File: config.mk
export PLATFORM = sky130hd
export DESIGN_NAME = spram_rr_arbiter
export DESIGN_NICKNAME = d
export VERILOG_FILES = /design/src/rtl/spram_rr_arbiter.sv
export SDC_FILE = /design/constraint.sdc
export NUM_CORES = 1
export LEC_CHECK = 0
export CORE_MARGIN = 8
export CORE_UTILIZATION = 39
export DETAILED_ROUTE_END_ITERATION = 8
export PLACE_DENSITY = 0.76
export SLEW_MARGIN = 20
export SYNTH_ARGS = -nofsm -noshare
export SYNTH_HDL_FRONTEND = slang
export SYNTH_SLANG_ARGS = --single-unit
File: constraint.sdc
create_clock -name clk -period 1.85 [get_ports clk]
set_input_delay 0.555 -clock clk [delete_from_list [all_inputs] [get_ports clk]]
set_output_delay 0.555 -clock clk [all_outputs]
set_load 0.02 [all_outputs]
File: src/rtl/spram_rr_arbiter.sv
// ---------------------------------------------------------------------------
// spram_rr_arbiter
//
// This block is a two-requester round-robin arbiter and access sequencer. It
// sits in front of a single-port synchronous RAM with 1-cycle registered read
// latency. When a requester wins a grant, its command is latched. The RAM port
// is then driven only from registers, so the two masters never collide on the
// port.
//
// Transaction flow:
//   IDLE   -> ACCESS : grant edge. ram_en/ram_we/ram_addr/ram_wdata are loaded
//                      from the winner.
//   ACCESS -> IDLE   : the RAM performs the write on this edge, and the ack
//                      pulse is issued.
//   ACCESS -> RDCAP  : the RAM performs the read on this edge.
//   RDCAP  -> IDLE   : ram_rdata is captured into rdata, and the ack pulse is
//                      issued.
//
// IDLE does not grant while an ack is still high. This gives the requester
// that just completed a full cycle to drop its request.
//
// Ports:
//   clk, rst           : clock, asynchronous active-high reset
//   reqN/weN/addrN/wdataN, N=0,1 : request, write(1)/read(0), address, data
//   ackN               : one-cycle completion pulse to requester N
//   rdata              : last read data; held until the next read completes
//   busy               : high whenever the sequencer is not in IDLE
//   ram_en/ram_we/ram_addr/ram_wdata : registered RAM port
//   ram_rdata          : RAM data_out
//   gnt_cnt0/gnt_cnt1  : saturating grant counters (only when
//                        SPRAM_ARB_STATS_EN is defined)
//
// Optional feature macro: SPRAM_ARB_STATS_EN
// ---------------------------------------------------------------------------
module spram_rr_arbiter #(
  parameter int ADDR_W = 4,
  parameter int DATA_W = 8
) (
  input  logic              clk,
  input  logic              rst,
  input  logic              req0,
  input  logic              we0,
  input  logic [ADDR_W-1:0] addr0,
  input  logic [DATA_W-1:0] wdata0,
  output logic              ack0,
  input  logic              req1,
  input  logic              we1,
  input  logic [ADDR_W-1:0] addr1,
  input  logic [DATA_W-1:0] wdata1,
  output logic              ack1,
  output logic [DATA_W-1:0] rdata,
  output logic              busy,
`ifdef SPRAM_ARB_STATS_EN
  output logic [7:0]        gnt_cnt0,
  output logic [7:0]        gnt_cnt1,
`endif
  output logic              ram_en,
  output logic              ram_we,
  output logic [ADDR_W-1:0] ram_addr,
  output logic [DATA_W-1:0] ram_wdata,
  input  logic [DATA_W-1:0] ram_rdata
);

  typedef enum logic [1:0] {
    IDLE   = 2'd0,
    ACCESS = 2'd1,
    RDCAP  = 2'd2
  } state_t;

  state_t              state, state_nxt;
  logic                last_gnt, last_gnt_nxt;
  logic                gnt_id, gnt_id_nxt;
  logic                ack0_nxt, ack1_nxt;
  logic [DATA_W-1:0]   rdata_nxt;
  logic                ram_en_nxt, ram_we_nxt;
  logic [ADDR_W-1:0]   ram_addr_nxt;
  logic [DATA_W-1:0]   ram_wdata_nxt;
  logic                can_grant;
  logic                winner;

  // A new grant is blocked during the ack cycle of the previous transaction.
  assign can_grant = (req0 | req1) & ~(ack0 | ack1);
  // With both requesting, the side that did not win last time wins now.
  assign winner    = (req0 && req1) ? ~last_gnt : req1;
  assign busy      = (state != IDLE);

  // NOTE: every output of this block is given a default first, so no path can
  // leave a signal unassigned and infer a latch.
  always_comb begin
    state_nxt     = state;
    last_gnt_nxt  = last_gnt;
    gnt_id_nxt    = gnt_id;
    ack0_nxt      = 1'b0;
    ack1_nxt      = 1'b0;
    rdata_nxt     = rdata;
    ram_en_nxt    = 1'b0;
    ram_we_nxt    = 1'b0;
    ram_addr_nxt  = ram_addr;
    ram_wdata_nxt = ram_wdata;

    unique case (state)
      IDLE: begin
        ram_addr_nxt  = '0;
        ram_wdata_nxt = '0;
        if (can_grant) begin
          gnt_id_nxt    = winner;
          last_gnt_nxt  = winner;
          ram_en_nxt    = 1'b1;
          ram_we_nxt    = winner ? we1    : we0;
          ram_addr_nxt  = winner ? addr1  : addr0;
          ram_wdata_nxt = winner ? wdata1 : wdata0;
          state_nxt     = ACCESS;
        end
      end
      ACCESS: begin
        // ram_we still holds the latched command direction during ACCESS.
        if (ram_we) begin
          ack0_nxt  = ~gnt_id;
          ack1_nxt  = gnt_id;
          state_nxt = IDLE;
        end else begin
          state_nxt = RDCAP;
        end
      end
      RDCAP: begin
        rdata_nxt = ram_rdata;
        ack0_nxt  = ~gnt_id;
        ack1_nxt  = gnt_id;
        state_nxt = IDLE;
      end
      default: state_nxt = IDLE;
    endcase
  end

  // NOTE: state is updated with non-blocking assignments, so every register
  // sees the values from before the edge, independent of statement order.
  // Asynchronous reset drops ram_en immediately, so an access is aborted
  // before the RAM can sample it.
  always_ff @(posedge clk or posedge rst) begin
    if (rst) begin
      state     <= IDLE;
      last_gnt  <= 1'b1;
      gnt_id    <= 1'b0;
      ack0      <= 1'b0;
      ack1      <= 1'b0;
      rdata     <= '0;
      ram_en    <= 1'b0;
      ram_we    <= 1'b0;
      ram_addr  <= '0;
      ram_wdata <= '0;
    end else begin
      state     <= state_nxt;
      last_gnt  <= last_gnt_nxt;
      gnt_id    <= gnt_id_nxt;
      ack0      <= ack0_nxt;
      ack1      <= ack1_nxt;
      rdata     <= rdata_nxt;
      ram_en    <= ram_en_nxt;
      ram_we    <= ram_we_nxt;
      ram_addr  <= ram_addr_nxt;
      ram_wdata <= ram_wdata_nxt;
    end
  end

`ifdef SPRAM_ARB_STATS_EN
  logic grant_now;
  assign grant_now = (state == IDLE) && can_grant;

  // The counters saturate at 255 instead of wrapping.
  always_ff @(posedge clk or posedge rst) begin
    if (rst) begin
      gnt_cnt0 <= '0;
      gnt_cnt1 <= '0;
    end else if (grant_now) begin
      if (!winner && gnt_cnt0 != 8'hFF) gnt_cnt0 <= gnt_cnt0 + 8'd1;
      if ( winner && gnt_cnt1 != 8'hFF) gnt_cnt1 <= gnt_cnt1 + 8'd1;
    end
  end
`endif

endmodule

# After elaboration in Yosys (flattened, before gate mapping)
# Cells that the tools add are included.
[totals]
latch_bits = 0
ramBits = 0
in_bits = 38
regBits = 28
output_inout_bits = 25
memories = 0
rom_bits = 0
[classes]
bitwise = 6
n_shift = 0
magnitude_cmp = 0
add_sub_neg = 0
eq_ne = 3
div_mod_pow = 0
mul = 0
reduce_logical = 4
muxes = 17
[op_table]
columns = ["cell", "n"]
rows = [
  ["8-bit two-way mux", 2],
  ["1-bit two-way mux", 8],
  ["4-bit two-way mux", 2],
  ["2-bit two-way mux", 2],
  ["1-bit case mux with 2 select lines", 2],
  ["2-bit case mux with 2 select lines", 1],
  ["1-bit NOT", 3],
  ["2-bit by 1-bit equality test with 1-bit output (second input constant)", 1],
  ["2-bit equality test (second input constant)", 1],
  ["2-bit logical NOT", 1],
  ["2-bit != test (second input constant)", 1],
  ["1-bit bitwise OR", 2],
  ["2-bit AND reduction", 1],
  ["2-bit nonzero test", 1],
  ["1-bit bitwise AND", 1],
  ["1-bit logical AND", 1],
]

# Depth between registers and ports, before layout
# Gate-level depths: netlist of run 1.
[logic_depth]
depth_word = 5
depth_mapped = 7
mapped_depth_nobuf = 6

# Worst setup path before layout of run 1
# Ideal clock, no wire load.
[synth_timing]
path_type = "flip-flop to flip-flop"
from = "register state[0]"
to = "register ram_addr[3]"
t_arrival_ps = 1592
setup_slack_ps = 180
path_buffers = 2
stages_incl_launch_ff = 8
setup_ps = 78
required_time_ps = 1772
path_cell_list = "dfrtp_1 > inv_1 > ha_1 > inv_2 > or4_4 > buf_6 > buf_6 > o2bb2ai_1"
[synth_between]
elab_chain_cells = 1
[synth_lines]
columns = ["item", "line_no", "text"]
rows = [
  ["start: declaration", "70", "state_t state, state_nxt;"],
  ["start signal: assignment", "152", "state <= state_nxt;"],
  ["2-bit logical NOT", "101", "unique case (state)"],
  ["end signal: assignment", "160", "ram_addr <= ram_addr_nxt;"],
  ["end: declaration", "59", "output logic [ADDR_W-1:0] ram_addr,"],
]
# Every way passes these cells.
# A chain may end at the register's enable or synchronous reset.

# Worst setup path in the final report of run 1
[layout_timing]
from = "register state[0]"
to = "register gnt_id"
[layout_between]
elab_chain_cells = 2
[layout_lines]
columns = ["item", "line_no", "text"]
rows = [
  ["2-bit logical NOT", "101", ""],
  ["2-bit AND reduction (no line)", "-", ""],
  ["end signal: assignment", "154", "gnt_id <= gnt_id_nxt;"],
  ["end: declaration", "72", "logic gnt_id, gnt_id_nxt;"],
]
# Every way passes these cells.

==> reports/qor.csv, run 1 <==
metric;value;unit
yosysTopAreaCellShare;0.5395;
fmax;0.5597;GHz
synth_cells;94;
finalNetCount;212;
r2r-start;state[0];
synthesis.area;1252;sq um
place_congestion;0.7664;
antenna_found_initial;0;
ctsHtreeMaxLevel;1;
antenna_cells;0;
grt_usage;0.1230;
clockBufferDepth;2;
drt_wl_total;3245;um
critPathTopFamily;simple AND/OR/NAND/NOR gates;
cts_made_buffers;3;
cp_num_buf_inv;4;
synth_cell_types;20;
synthArstFlopShare;1.000;
core;3053;sq um
relSlewSlack;0.7080;
drive_gt1_frac;0.1657;
fp.dieH;72.67;um
drc;0;
fin_worst_skew;0.007027;ns
worstMarginPinSlew;0.4380;ns
die_w;72.67;um
yosys_warnings;0;
ys_ff_latch;28;
crit_chain;inv_2, ha_4, inv_2, buf_6, or4_4, inv_4, mux2i_2;
synth_nets;136;
avgRoutedWirePerCell;15.23;um
yosysMostFrequentCell;dfrtp_1;
ys.flop_type;dfrtp_1;
min_period;1.787;ns
leakage;0.001001;uW
hp-start;gnt_id;
cts.sinks;28;
synth_common_cells;dfrtp_1 (27), mux2i_1 (16), o2bb2ai_1 (12), mux2_1 (8), inv_1 (5);
placed_cell_area;1971;sq um
cts_root_buffer;clkbuf_4;
status;complete, no violations;
rows;20;
rsz0062_at_grt;no;
drt_iter0_drc;32;
cp_max_fo;14;
postCtsHoldBufs;0;
fill_cells;256;
cpMaxStageDelayCell;or4_4;
grt_start_max_net_pins;20;
post_drt_via_cell_ratio;4.695;
post_synth.cell_area_avg;13.32;sq um
worst_path_largest_cell_delay;0.57;ns
areaGrowthSynthToFinish;61.94;%
grt_pass1_wl;5230;um
cap_violations;0;
power_density;1449;nW/um^2
insertion_delay;0.32;ns
irDropWorstVdd;0.0007611;V
yosysTopAreaCell;dfrtp_1;
synth_area_leaders;dfrtp_1 (54%), mux2i_1 (13%), o2bb2ai_1 (8.4%);
drv_slew;0;
timing.final.crit_share;0.9658;
crit_required;2.10;ns
io_pins;63;
grt-ovfl-total;0;
endpoint_kind;register;
grt_pass1_vias;1123;
cts.reportedPaths.clkPinSlew;0.14;ns
cts_tree;done;
hold_class;reg2reg;
worst_path_most_repeated_cell;inv_2;
cp-start-kind;register;
hpwl;2616;um
whs;0.4718;ns
hold_violations;0;
dr.pass1.iters;4;
setup_viol;0;
vias;1000;
stdcell_area;2028;sq um
multiInputGateArea;506.7;sq um
crit_start;state[0];
fp.dieArea;5281;sq um
worst_ep_arrival_time;2.04;ns
initial_core_util;0.4102;
ys_seq_area_frac;0.5604;
ant_nets;0;
regArea;701.9;sq um
critical_path_class;reg2reg;
port-buffer-count;62;
synth_edf_count;0;
## flip-flops by register name, indices dropped and copies added, names as in the netlist
name,count
gnt_id,1
last_gnt,1
ram_addr,4
ack1,1
ram_we,1
rdata,8
ram_wdata,8
ram_en,1
ack0,1
state,2
## report_power, final
part / switching, uW / internal (uW) / leakage (uW) / total (uW)
clock: 170 / 84.4 / 0.0000150 / 254
sequential: 150 / 894 / 0.000348 / 1040
combinational: 855 / 786 / 0.000638 / 1640
## placed cells by master, fill, tap and decap left out, types with 8 or more instances in the layout
cell and n:
dfrtp_1 27, dlygate4sd2_1 23, clkdlybuf4s50_1 37, buf_4 13, mux2_1 8, o2bb2ai_1 11
mux2i_1 15
## cells by family (layout without fill, tap and decap cells)
group / after synthesis / after routing / synth area share
fa+ha+maj: 4 / 4 / 0.03996
buf+inv: 13 / 88 / 0.05295
compound gates: 17 / 17 / 0.1099
flops: 28 / 28 / 0.5604
mux: 24 / 24 / 0.1998
simple gates: 8 / 8 / 0.03697
## per-layer routing
layer | wire length [um] | track usage | part of all wire
met3 | 202 | 0.03571 | 0.062
met1 | 1376 | 0.1335 | 0.42
met5 | 0 | 0 | 0
met4 | 34 | 0.04000 | 0.010
met2 | 1632 | 0.2217 | 0.50
## worst reg2reg max path, cell delays in order (launching register included)
cell and delay (ns):
dfrtp_1 0.43, inv_2 0.09, ha_4 0.13, inv_2 0.04
buf_6 0.14, or4_4 0.58, inv_4 0.10, mux2i_2 0.22
## through the flow
step	setup TNS [ns]	worst slack [ns]	util	total power (uW)	std cells
4_1_cts	0	0.0004465	0.6549	2898	211
3_5_place_dp	-1.001	-0.09691	0.6455	2752	205
5_1_grt	0	0.01387	0.6643	3135	213
2_1_floorplan	0	0.1803	-	1960	94
3_3_place_gp	-0.6755	-0.05343	0.6455	2700	205
6_report	0	0.06321	0.6643	2939	213
## final timing paths
| check | endpoint | cells after the start | slack (ns) |
|---|---|---|---|
| worst max-delay path | gnt_id | 7 | 0.06 |
| worst min-delay path | ack0 | 1 | 0.47 |
| worst max register to register | gnt_id | 7 | 0.06 |
| worst min register to register | ack0 | 1 | 0.47 |
| max in group asynchronous | ram_we | 3 | 1.10 |
| min in group asynchronous | ram_addr[2] | 3 | 0.50 |
## timing repair
action,4_1_cts,5_1_grt
pin swaps,1,2
gates resized for setup,30,7
cloned,0,0
endpoints found under the setup margin,31,12
setup buffers,2,2
## final cells by class
| type | instances | area share |
|---|---|---|
| well taps | 44 | 0.02714 |
| multi-input cells | 53 | 0.2498 |
| inverters | 7 | 0.01419 |
| clock buffers | 4 | 0.01295 |
| flip-flops and latches | 28 | 0.3461 |
| repair buffers | 77 | 0.3498 |
Note: power is estimated with default switching activity, not from simulation.
==> run 2, diff against run 1 <==
- GPL_ROUTABILITY_DRIVEN: not set -> 0
==> results of run 2 <==
The final DEF is identical to that of run 1; final timing and power are the same.
